$ cat config.mk
export PLATFORM = sky130hd
export DESIGN_NAME = pattern_detect_ctrl
export DESIGN_NICKNAME = d
export VERILOG_FILES = /design/src/rtl/pattern_detect_ctrl.sv
export SDC_FILE = /design/constraint.sdc
export NUM_CORES = 1
export LEC_CHECK = 0
export ABC_AREA = 1
export CORE_ASPECT_RATIO = 0.9
export CORE_MARGIN = 8
export CORE_UTILIZATION = 55
export CTS_CLUSTER_DIAMETER = 60
export DETAILED_ROUTE_END_ITERATION = 7
export PLACE_DENSITY_LB_ADDON = 0.3
export SETUP_SLACK_MARGIN = 0.3
export SLEW_MARGIN = 10
export SYNTH_ARGS = -nofsm -noshare
export SYNTH_HDL_FRONTEND = slang
export SYNTH_SLANG_ARGS = --single-unit
$ cat constraint.sdc
create_clock -name clk_i -period 2 [get_ports clk_i]
set_input_delay 0.3 -clock clk_i [delete_from_list [all_inputs] [get_ports clk_i]]
set_output_delay 0.3 -clock clk_i [all_outputs]
set_load 0.05 [all_outputs]
$ cat src/rtl/pattern_detect_ctrl.sv
// Sequencer for the serial pattern detector. It clears the datapath and streams the host
// pattern MSB-first into the program register. It then gates, edge-detects and counts comparator matches.
module pattern_detect_ctrl #(
    parameter int N  = 1024,
    parameter int W  = 32,
    parameter int CW = 16
) (
    input  logic          clk_i,
    input  logic          clr_i,
    input  logic          start_i,
    input  logic          abort_i,
    input  logic [W-1:0]  pat_word_i,
    input  logic          pat_valid_i,
    output logic          pat_ready_o,
    input  logic          dec_eq_i,
    output logic          dec_clr_o,
    output logic          dec_enable_o,
    output logic          dec_prgm_o,
    output logic          busy_o,
    output logic          armed_o,
    output logic          hit_o,
    output logic [CW-1:0] match_count_o
);
    localparam int NW  = N / W;
    localparam int WDW = $clog2(NW + 1);
    localparam int BLW = $clog2(W + 1);
    localparam int FW  = $clog2(N + 1);

    typedef enum logic [1:0] {IDLE, CLEAR, LOAD, DETECT} state_t;

    state_t         state_q, state_d;
    logic [W-1:0]   shifter_q, shifter_d;
    logic [BLW-1:0] bitsLeft_q, bitsLeft_d;
    logic [WDW-1:0] words_q, words_d;
    logic [FW-1:0]  fillCnt_q, fillCnt_d;
    logic [CW-1:0]  matchCount_q, matchCount_d;
    logic           decClr_q, decClr_d;
    logic           decEnable_q, decEnable_d;
    logic           decPrgm_q, decPrgm_d;
    logic           hit_q, hit_d;
    logic           eqPrev_q, eqPrev_d;
    logic           lastBit, loadRun, take, shiftBit, eqArmed;

    always_ff @(posedge clk_i) begin
        if (clr_i) begin
            state_q <= IDLE;
        end else begin
            state_q <= state_d;
        end
    end

    always_comb begin
        state_d = state_q;
        lastBit = (words_q == WDW'(NW)) && (bitsLeft_q == BLW'(1));
        if (abort_i) begin
            state_d = IDLE;
        end else begin
            case (state_q)
                IDLE:    if (start_i) state_d = CLEAR;
                CLEAR:   state_d = LOAD;
                LOAD: begin
                    if (start_i)      state_d = CLEAR;
                    else if (lastBit) state_d = DETECT;
                end
                DETECT:  if (start_i) state_d = CLEAR;
                default: state_d = IDLE;
            endcase
        end
    end

    // Ready at one bit left lets the next word land as the last bit leaves, so the stream is gapless.
    always_comb begin
        busy_o        = (state_q != IDLE);
        armed_o       = (state_q == DETECT) && (fillCnt_q == FW'(N));
        pat_ready_o   = (state_q == LOAD) && (bitsLeft_q <= BLW'(1)) && (words_q < WDW'(NW));
        dec_clr_o     = decClr_q;
        dec_enable_o  = decEnable_q;
        dec_prgm_o    = decPrgm_q;
        hit_o         = hit_q;
        match_count_o = matchCount_q;
    end

    always_comb begin
        loadRun     = (state_q == LOAD) && !abort_i && !start_i;
        take        = loadRun && pat_valid_i && pat_ready_o;
        shiftBit    = loadRun && (bitsLeft_q != '0);
        shifter_d   = shifter_q;
        bitsLeft_d  = bitsLeft_q;
        words_d     = words_q;
        decEnable_d = shiftBit;
        decPrgm_d   = shiftBit && shifter_q[W-1];
        if (shiftBit) begin
            shifter_d  = shifter_q << 1;
            bitsLeft_d = bitsLeft_q - BLW'(1);
        end
        if (take) begin
            shifter_d  = pat_word_i;
            bitsLeft_d = BLW'(W);
            words_d    = words_q + WDW'(1);
        end
        if (state_q == CLEAR) begin
            bitsLeft_d = '0;
            words_d    = '0;
        end

        decClr_d  = (state_d == CLEAR);
        fillCnt_d = fillCnt_q;
        if (state_q == CLEAR) begin
            fillCnt_d = '0;
        end else if (!decClr_q && (state_q != IDLE) && (fillCnt_q != FW'(N))) begin
            fillCnt_d = fillCnt_q + FW'(1);
        end

        // A hit is a rising edge of the gated match, suppressed when leaving DETECT.
        eqArmed      = armed_o && dec_eq_i;
        eqPrev_d     = eqArmed;
        hit_d        = eqArmed && !eqPrev_q && (state_d == DETECT);
        matchCount_d = matchCount_q;
        if (state_q == CLEAR) begin
            matchCount_d = '0;
        end else if (hit_d && (matchCount_q != '1)) begin
            matchCount_d = matchCount_q + CW'(1);
        end
    end

    always_ff @(posedge clk_i) begin
        if (clr_i) begin
            shifter_q    <= '0;
            bitsLeft_q   <= '0;
            words_q      <= '0;
            fillCnt_q    <= '0;
            matchCount_q <= '0;
            decClr_q     <= 1'b1;
            decEnable_q  <= 1'b0;
            decPrgm_q    <= 1'b0;
            hit_q        <= 1'b0;
            eqPrev_q     <= 1'b0;
        end else begin
            shifter_q    <= shifter_d;
            bitsLeft_q   <= bitsLeft_d;
            words_q      <= words_d;
            fillCnt_q    <= fillCnt_d;
            matchCount_q <= matchCount_d;
            decClr_q     <= decClr_d;
            decEnable_q  <= decEnable_d;
            decPrgm_q    <= decPrgm_d;
            hit_q        <= hit_d;
            eqPrev_q     <= eqPrev_d;
        end
    end
endmodule
# [Yosys cells after proc, flatten, opt, wreduce, memory -nomap -nowiden]
# Cells that the tools add are included.
[classes] n_addsub=4 magnitude_cmp=2 eq_ne=10 n_mux=9 n_reduce_logical=27
[op_table] cell="$mux 32" count=2
[op_table] cell="$add 16x1->16 const B" count=1
[op_table] cell="$logic_and 1x1->1" count=16
[op_table] cell="$ne 16x16->1 const B" count=1
[op_table] cell="$mux 6" count=2
[op_table] cell="$add 11x1->11 const B" count=1
[op_table] cell="$eq 11x11->1 const B" count=1
[op_table] cell="$ne 11x11->1 const B" count=1
[op_table] cell="$mux 2" count=4
[op_table] cell="$add 6x1->6 const B" count=1
[op_table] cell="$eq 2x2->1 const B" count=3
[op_table] cell="$eq 6x1->1 const B" count=1
[op_table] cell="$eq 6x6->1 const B" count=1
[op_table] cell="$le 6x1->1 const B" count=1
[op_table] cell="$lt 6x6->1 const B" count=1
[op_table] cell="$pmux 2 s3" count=1
[op_table] cell="$reduce_bool 6->1" count=1
[op_table] cell="$sub 6x1->6 const B" count=1
[op_table] cell="$eq 2x1->1 const B" count=2
[op_table] cell="$logic_not 1->1" count=4
[op_table] cell="$reduce_bool 2->1" count=2
[op_table] cell="$reduce_or 2->1" count=2
[op_table] cell="$reduce_or 3->1" count=1
[op_table] cell="$logic_not 2->1" count=1
[word_totals] ff_bits=78 out_inout_bits=23

# [Depth between registers and ports, before layout]
# Gate-level depths: netlist (run 1).
[logic_depth] ltp_word=9 mapped_depth=14 mapped_depth_nobuf=13

# [Worst setup path after synthesis (run 1)]
# Ideal clock, no wire load.
[synth_timing] path_type="register to output" start="register fillCnt_q[0]" end="output port armed_o" arrival_ns=1.883 required_ns=1.700 setup_slack_ns=-0.183 stages_incl_launch_ff=5 n_path_buf=0 cell_sequence="dfxtp_1 > inv_1 > ha_1 > nand4_1 > nor3b_1"
[synth_via] elab_chain_len=2
[synth_rtl] item="start, declared" line_no="35" rtl="logic [FW-1:0] fillCnt_q, fillCnt_d;"
[synth_rtl] item="start signal, assigned" line_no="142" rtl="fillCnt_q <= fillCnt_d;"
[synth_rtl] item="$eq 11x11->1" line_no="74" rtl="armed_o = (state_q == DETECT) && (fillCnt_q == FW'(N));"
[synth_rtl] item="$logic_and 1x1->1" line_no="74"
[synth_rtl] item="end, declared" line_no="20" rtl="output logic armed_o,"
# No other way between the ends.

# [Worst setup path in the final report (run 1)]
[layout_timing] start="register state_q[0]" end="register words_q[3]"
[layout_via] elab_chain_len=5 word_cells_on_any_way=9 cone_classes="eq/ne: 2; reduce/logical: 7"
[layout_rtl] item="start, declared" line_no="31" rtl="state_t state_q, state_d;"
[layout_rtl] item="start signal, assigned" line_no="48" rtl="state_q <= state_d;"
[layout_rtl] item="$eq 2x2->1" line_no="75, 84"
[layout_rtl] item="$logic_and 1x1->1 (2 in a row)" line_no="84" rtl="loadRun = (state_q == LOAD) && !abort_i && !start_i;"
[layout_rtl] item="$logic_and 1x1->1 (2 in a row)" line_no="85" rtl="take = loadRun && pat_valid_i && pat_ready_o;"
[layout_rtl] item="end signal, assigned" line_no="141" rtl="words_q <= words_d;"
[layout_rtl] item="end, declared" line_no="34" rtl="logic [WDW-1:0] words_q, words_d;"
# Parallel ways exist; a longest one is shown, timed or not.
# A chain may end at the register's enable or synchronous reset.

==> run summary, run 1 <==
Status = completed
Yosys warns = 0
# IOs = 61
Area Overhead vs Synth = 56.6%
CP startpoint = state_q[0]
Synthesized flop and latch total = 78
Initial antenna violation count = 0
Final Skew = 0.0122 ns
Sink Count = 78
Max Freq = 522 MHz
Final Hold Viols = 0
Tmin final = 1.92 ns
DRC Markers = 0
DR WL/cell = 20.2 µm
Reg area = 0.00160 mm²
Max_slew headroom = 0.652
Max Root-Sink Buffers = 2
Wire length of the first global-routing pass = 18900 µm
Wirelength, routed = 17100 µm
Synth top cells by count = nand2_1, dfxtp_1, inv_1
Core Area = 0.00747 mm²
Most frequent cell after synthesis = nand2_1
Mapped cell area = 0.00421 mm²
Post-Layout Inst Area = 0.00660 mm²
Final core occ = 0.883
Row Count = 30
Largest area contributor in the netlist = dfxtp_1
Crit path kind = register to register
Die ar. = 0.0107 mm²
Syn Nets = 674
Count of final setup violators = 0
Pwr Total = 3.11 mW
Total track usage = 0.215
Unrepaired setup endpoints after global routing = yes
Worst VDD drop = 0.000382 V
Synth async-reset ratio = 0
Post-synth top area share = 0.371
Min-delay worst type = register to register
Worst path required time = 2.25 ns
Vias/cell = 6.00
Via Count = 5082
Largest net degree at the start of global routing = 33
Clock root buffer = clkbuf_8
Share of layout cells above drive strength 1 = 0.372
Distinct cells, synth = 32
Pwr Density = 472 mW/mm²
Reg-to-Reg Start = state_q[0]
Critical Path Start Type = register
Setup crit end = words_q[3]
DRT antenna net count = 0
DRT iter0 DRCs = 428
Non-filler cells, final = 847
Worst EP arrival = 2.17 ns
Synth Flop Type = dfxtp_1
Num CTS Buffers = 9
Max-cap viol count = 0
Die height = 99.0 µm
Starting Density = 0.564
Clock Latency Late Sink = 0.37 ns
Leading cell types by total area after synthesis = dfxtp_1, nand2_1, inv_1, nand3_1, nor2_1
Syn Area/Cell = 6.74 µm²
H-tree Lvls = 3
CP Capture Type = register
Die X = 108 µm
Cell count after synthesis = 625
Worst R2R Setup Slack = 0.08 ns
Final GP Congestion = 0.905
Vias in the first global route = 4256
Post-synthesis sequential area ratio = 0.371
Reg2reg end = words_q[3]
Grt ovf = 0
CTS tree = done
Final period utilization = 0.958
Placed Area = 0.00499 mm²
CP max FO = 5
Worst-path clk slew = 0.08 ns
Port bufs = 60
Max Transition Viols Final = 0
Antenna cells = 0
Reg2Reg Depth = 12
NumNets Final = 796
Drt first pass iters = 6
Worst-Margin Slew = 0.525 ns
Placed Cells incl. Taps = 778
EDFF count, synth = 0
FILL cells = 343
Multi-input logic area = 0.00292 mm²
Post-DP HPWL = 7010 µm
Static Leak = 3.12 nW
layer usage:
metal,up-vias,GRT usage,part of all wire
li1,2222,-,-
met1,2399,0.247,0.37
met2,341,0.371,0.49
met3,120,0.0496,0.084
met4,0,0.0874,0.058
met5,-,0,0
worst max-delay path, cell delays in order (launching register included):
cell	delay, ns
dfxtp_2	0.35
inv_4	0.08
ha_4	0.16
inv_4	0.04
nor3_4	0.18
inv_2	0.10
buf_6	0.13
nor2_4	0.21
buf_4	0.16
buf_6	0.10
nand2_4	0.05
o21ai_2	0.16
a21oi_1	0.07
cells in the final DEF, fill, tap and decap left out, drive strengths merged, types with 4 or more instances in the layout:
master,instances
dlygate4sd2,19
inv,78
clkbuf,14
xnor2,4
a21oi,38
ha,11
clkinv,4
nand3,56
nand2,216
buf,70
dfxtp,78
xor2,13
nor3,13
clkdlybuf4s50,37
nand4,24
nor2,57
o21ai,11
cell type report:
type,count,area share
timing repair inverter,3,0.00588
multi-input combinational,449,0.443
inverter,77,0.0503
timing repair buffer,129,0.207
tap,96,0.0182
clock inverter,3,0.00607
clock buffer,12,0.0268
sequential,78,0.243
worst min path at each step:
stage	startpoint	end	slack, ns	cells past startpoint
floorplan	shifter_q[31]	dec_prgm_o	0.42	2
finish	match_count_o[7]	match_count_o[7]	0.49	2
CTS	shifter_q[31]	dec_prgm_o	0.46	2
global route	match_count_o[7]	match_count_o[7]	0.51	2
detailed placement	shifter_q[31]	dec_prgm_o	0.44	2
global placement	shifter_q[31]	dec_prgm_o	0.44	2
power by group:
group          internal (mW)  switching, mW
logic                  0.116          0.123
registers               1.55        0.00375
clock network          0.710          0.610
repair_timing:
action | in CTS | in global routing
setup buffers | 28 | 14
hold buffers | 0 | 0
pin swaps | 19 | 61
endpoints found under the setup margin | 78 | 74
gates cloned | 5 | 7
resized for setup | 74 | 206
cells by family (layout without fill, tap and decap cells):
kind of cell	after synthesis	in the layout	synth area share
flip-flops	78	78	0.371
adder cells (fa/ha/maj)	11	11	0.0327
XOR/XNOR	17	17	0.0354
AND/OR/NAND/NOR	369	370	0.387
buffers and inverters	99	224	0.110
AO/OA/AOI/OAI	51	51	0.0645
per-stage QoR:
stage	hold WS [ns]	TNS, ns	setup slack (ns)
after floorplan	0.424	0	0.291
after detailed placement	0.442	-0.860	-0.0647
after CTS	0.458	0	0.214
after global routing	0.512	-0.0411	-0.0411
after global placement	0.437	-0.0212	-0.00625
final	0.490	0	0.0841
registers in the layout, indices dropped and copies added, names as in the netlist:
| name | cells |
|---|---|
| dec_prgm_o | 1 |
| fillCnt_q | 11 |
| dec_enable_o | 1 |
| eqPrev_q | 1 |
| shifter_q | 32 |
| hit_o | 1 |
| words_q | 6 |
| state_q | 2 |
| bitsLeft_q | 6 |
| match_count_o | 16 |
| dec_clr_o | 1 |
(Power assumes the default switching activity.)
==> run 2: changes to the inputs <==
--- a/config.mk
+++ b/config.mk
@@ -5,10 +5,9 @@
 export SDC_FILE = /design/constraint.sdc
 export NUM_CORES = 1
 export LEC_CHECK = 0
-export ABC_AREA = 1
 export CORE_ASPECT_RATIO = 0.9
 export CORE_MARGIN = 8
-export CORE_UTILIZATION = 55
+export CORE_UTILIZATION = 52
 export CTS_CLUSTER_DIAMETER = 60
 export DETAILED_ROUTE_END_ITERATION = 7
 export PLACE_DENSITY_LB_ADDON = 0.3
==> run summary, run 2 <==
Largest net degree at the start of global routing = 31
Wirelength, routed = 15300 µm
Row Count = 28
Max-cap viol count = 0
Worst hold margin = 0.486 ns
Synth Flop Type = dfxtp_1
Syn Area/Cell = 9.19 µm²
Post-DP HPWL = 6300 µm
Tmin final = 2.33 ns
Max_slew headroom = 0.607
Post-synthesis sequential area ratio = 0.454
Vias/cell = 6.64
Num CTS Buffers = 9
Largest area contributor in the netlist = dfxtp_1
Worst VDD drop = 0.000659 V
Count of final setup violators = 43
CP Capture Type = register
Setup tns final = -5.06 ns
Wire length of the first global-routing pass = 17800 µm
DR WL/cell = 25.2 µm
Vias in the first global route = 3569
Synth async-reset ratio = 0
Sink Count = 78
Pwr Density = 558 mW/mm²
Clock root buffer = clkbuf_8
Hold path startpoint = shifter_q[8]
Yosys warns = 0
Worst EP arrival = 2.58 ns
Die height = 93.1 µm
Failing checks = DRC, setup timing
Placed Cells incl. Taps = 539
H-tree Lvls = 3
Initial antenna violation count = 0
Largest register FFs = 32
Most common cell after layout, fill and taps aside = dfxtp_1
Die X = 102 µm
Reg with most FFs = shifter_q
Die ar. = 0.00947 mm²
Clock Latency Late Sink = 0.38 ns
Critical Path Start Type = register
Commonest non-fill, non-tap cells in the layout = dfxtp_1, buf_4, inv_1, clkdlybuf4s50_1, a222oi_1
Crit path kind = register to register
Core Area = 0.00648 mm²
Share of layout cells above drive strength 1 = 0.393
Leading cell types by total area after synthesis = dfxtp_1, a222oi_1, inv_1, nor2_1, ha_1
Area Overhead vs Synth = 65.6%
Synth top cells by count = dfxtp_1, inv_1, nor2_1
Non-filler cells, final = 607
WHS Path Cells = 2
Distinct cells, synth = 47
Worst-Margin Slew = 0.588 ns
CP max FO = 14
Final Worst Setup Slack = -0.331 ns
Final period utilization = 1.17
Multi-input logic area = 0.00211 mm²
Most frequent cell after synthesis = dfxtp_1
Mapped cell area = 0.00344 mm²
Final Hold Viols = 0
Post-synth top area share = 0.454
Worst-path clk slew = 0.09 ns
Reg2Reg Depth = 9
Static Leak = 2.41 nW
Worst R2R Setup Slack = -0.33 ns
Syn Nets = 423
# IOs = 61
DRC Markers = 4
Port bufs = 60
DRT iter0 DRCs = 550
Hold worst-path end = shifter_q[9]
Antenna cells = 0
Drt first pass iters = 8
Hold-fix buffers at CTS = 0
Final GP Congestion = 0.854
Reg2reg end = match_count_o[2]
EDFF count, synth = 0
Via Count = 4028
FILL cells = 260
DRT antenna net count = 0
Total track usage = 0.240
Synthesized flop and latch total = 78
Status = finished, violations left
Reg area = 0.00162 mm²
Max Transition Viols Final = 0
CTS tree = done
NumNets Final = 561
Max Freq = 429 MHz
Min-delay worst type = register to register
Pwr Total = 3.18 mW
Cell count after synthesis = 374
Starting Density = 0.531
Max Root-Sink Buffers = 2
Unrepaired setup endpoints after global routing = yes
Reg-to-Reg Start = state_q[1]
Grt ovf = 0
Worst path required time = 2.25 ns
Final Skew = 0.00966 ns
## run 2: cell types whose count changed after synthesis, moves of 7 or more
| cell | change |
|---|---|
| a21oi_1 | -22 |
| a222oi_1 | +30 |
| buf_6 | -10 |
| clkbuf_1 | +9 |
| inv_1 | -30 |
| nand2_1 | -189 |
| nand2_2 | -7 |
| nand3_1 | -41 |
| nand4_1 | -19 |
| nor2_1 | -13 |
| nor3_1 | -7 |
| o31ai_1 | +7 |
| or3_1 | +7 |
| or4_1 | +10 |
## run 2: cell families after synthesis
family,Yosys count,synth area share
compound gates,78,0.182
xor+xnor,16,0.0408
fa+ha+maj,11,0.0400
buf+inv,62,0.0713
flops,78,0.454
mux,4,0.0116
simple gates,125,0.200
## run 2: timing repair
item                                    4_1_cts  5_1_grt
endpoints found under the setup margin       86       77
buffers inserted                             20       23
gates cloned                                  4        5
pin swaps                                    11       39
resized for setup                            94       56
## run 2: final cells by class
class	instances	share of cell area
Multi-Input combinational cell	237	0.370
Sequential cell	78	0.285
Inverter	42	0.0281
Timing Repair Buffer	144	0.257
Tap cell	90	0.0198
Clock buffer	9	0.0218
Clock inverter	7	0.0182
## run 2: power by group
part           leakage [nW]  total [mW]  internal, mW  switching, mW
registers             0.645        1.55          1.54        0.00680
logic                  1.65       0.228         0.112          0.116
clock network         0.117        1.40         0.723          0.679
total                  2.41        3.18          2.37          0.802
## run 2: worst max-delay path by stage
stage,from,to,cells after the start
floorplan,bitsLeft_q[3],match_count_o[11],6
global placement,start_i,shifter_q[1],6
detailed placement,start_i,shifter_q[20],6
CTS,bitsLeft_q[4],match_count_o[6],7
global route,bitsLeft_q[5],match_count_o[2],8
finish,state_q[1],match_count_o[2],9
## run 2: critical path: stages, from the launching register on
cell	delay (ns)
dfxtp_4	0.39
buf_4	0.13
ha_1	0.20
nand2_1	0.11
nor2_1	0.27
o2111ai_4	0.24
bufbuf_16	0.34
buf_4	0.13
o21ai_0	0.24
a21oi_1	0.14
## run 2: layer usage
layer	global-route usage	wire length, µm	up-vias
li1	-	-	1671
met1	0.272	5270	1882
met2	0.397	7200	347
met3	0.0757	1600	128
met4	0.118	1200	0
met5	0	0	-
## run 2: through the flow
stage | util | cell area (µm²) | setup WS (ns)
after floorplan | - | 3580 | 0.0238
after global placement | 0.693 | 4490 | -0.262
after detailed placement | 0.693 | 4490 | -0.303
after CTS | 0.801 | 5190 | -0.0519
after global routing | 0.878 | 5690 | -0.386
final | 0.878 | 5690 | -0.331
==> run 3: changes to the inputs <==
--- a/config.mk
+++ b/config.mk
@@ -6,8 +6,9 @@
 export NUM_CORES = 1
 export LEC_CHECK = 0
 export CORE_ASPECT_RATIO = 0.9
-export CORE_MARGIN = 8
-export CORE_UTILIZATION = 52
+export CORE_MARGIN = 2
+export CORE_UTILIZATION = 54
+export CTS_BUF_LIST = sky130_fd_sc_hd__clkbuf_2 sky130_fd_sc_hd__clkbuf_4 sky130_fd_sc_hd__clkbuf_8
 export CTS_CLUSTER_DIAMETER = 60
 export DETAILED_ROUTE_END_ITERATION = 7
 export PLACE_DENSITY_LB_ADDON = 0.3
==> run summary, run 3 (synthesis results as in run 2) <==
Max Transition Viols Final = 0
Max_slew headroom = 0.640
H-tree Lvls = 3
Starting Density = 0.559
Initial antenna violation count = 0
Sink Count = 78
CP delay by family, top = simple AND/OR/NAND/NOR gates
Reg2Reg Depth = 8
Crit path depth = 8
Final core occ = 0.879
Setup tns final = -3.16 ns
Clock root buffer = clkbuf_8
Antenna cells = 0
# IOs = 61
Wire length of the first global-routing pass = 16800 µm
Die ar. = 0.00702 mm²
Tmin final = 2.23 ns
Largest net degree at the start of global routing = 32
Critical Path Start Type = register
CP max FO = 14
Clock Latency Late Sink = 0.36 ns
Worst EP arrival = 2.51 ns
Vias in the first global route = 3426
Num CTS Buffers = 9
Critical path buffers and inverters = 2
Commonest non-fill, non-tap cells in the layout = dfxtp_1, buf_4, inv_1, clkdlybuf4s50_1, nor2_1
Final period utilization = 1.11
Worst path required time = 2.28 ns
Pwr Total = 3.16 mW
Most common cell after layout, fill and taps aside = dfxtp_1
DRC Markers = 16
Final Worst Setup Slack = -0.225 ns
Unrepaired setup endpoints after global routing = yes
Via Count = 3788
Hold-fix buffers at CTS = 0
Vias/cell = 6.55
Final Skew = 0.0137 ns
Count of final setup violators = 46
DRT antenna net count = 0
Drt first pass iters = 8
Non-filler cells, final = 578
Post-DP HPWL = 6040 µm
Worst-path clk slew = 0.09 ns
Dpl ws = -0.208 ns
CP cell instances = buf_4 > ha_1 > nand2_1 > nor2_2 > o2111ai_4 > buf_12 > or4_1 > a21oi_1
Row Count = 27
Port bufs = 60
Worst-Margin Slew = 0.542 ns
Status = finished, violations left
CTS tree = done
Min-delay worst type = register to register
Wirelength, routed = 12600 µm
Worst VDD drop = 0.000539 V
Pwr Density = 584 mW/mm²
Max-cap viol count = 0
Total track usage = 0.312
DR WL/cell = 21.9 µm
Max Freq = 449 MHz
DRT iter0 DRCs = 505
Grt ovf = 0
Crit path kind = register to register
CP Capture Type = register
FILL cells = 267
Share of layout cells above drive strength 1 = 0.350
WHS Path Cells = 2
Reg area = 0.00162 mm²
Core Area = 0.00615 mm²
Final Hold Viols = 0
Slowest stage delay, CP = 0.48 ns
Area Overhead vs Synth = 57.1%
Placed Cells incl. Taps = 535
Die X = 88.1 µm
NumNets Final = 535
Final GP Congestion = 0.791
Reg with most FFs = shifter_q
Die height = 79.7 µm
Max Root-Sink Buffers = 2
Multi-input logic area = 0.00204 mm²
Largest register FFs = 32
Crit-path slowest cell = or4_1
Failing checks = DRC, setup timing
Static Leak = 2.28 nW
run 3: tightest hold or removal path: cells and delay by family, from the launching register on:
kind                   cells  cell delay (ns)
DFF                        1             0.33
AOI/OAI and AO/OA          1             0.07
buffers and inverters      1             0.06
run 3: through the flow:
stage / cell area [µm²] / hold slack [ns]
floorplan: 3580 / 0.425
global placement: 4490 / 0.441
detailed placement: 4490 / 0.453
CTS: 5160 / 0.471
global route: 5400 / 0.500
finish: 5400 / 0.474
run 3: report_power, final:
part,internal (mW),switching [mW],leakage (nW),total [mW]
Sequential,1.54,0.00650,0.644,1.55
Combinational,0.125,0.116,1.51,0.241
Clock,0.723,0.644,0.117,1.37
Total,2.39,0.767,2.28,3.16
run 3: per-layer routing:
layer / routed length, µm / track usage / up-vias
met5: 0 / 0 / -
met4: 704 / 0.127 / 0
met3: 1100 / 0.0672 / 70
met2: 6310 / 0.545 / 276
met1: 4520 / 0.369 / 1825
li1: - / - / 1617
run 3: worst paths after layout:
check,end,slack (ns),startpoint
min,shifter_q[28],0.47,shifter_q[27]
min reg2reg,shifter_q[28],0.47,shifter_q[27]
max reg2reg,match_count_o[11],-0.23,state_q[0]
max,match_count_o[11],-0.23,state_q[0]
run 3: cell type report:
cell class | instances | area share
clock buffer | 9 | 0.0229
timing repair buffer | 121 | 0.229
tap | 87 | 0.0202
inverter | 42 | 0.0301
clock inverter | 7 | 0.0192
multi-input combinational | 234 | 0.378
sequential | 78 | 0.300
run 3: what timing repair did:
item | 4_1_cts | 5_1_grt
cloned | 3 | 3
buffers inserted | 15 | 6
pin swaps | 15 | 24
resized for setup | 79 | 42
setup endpoints to repair | 90 | 76
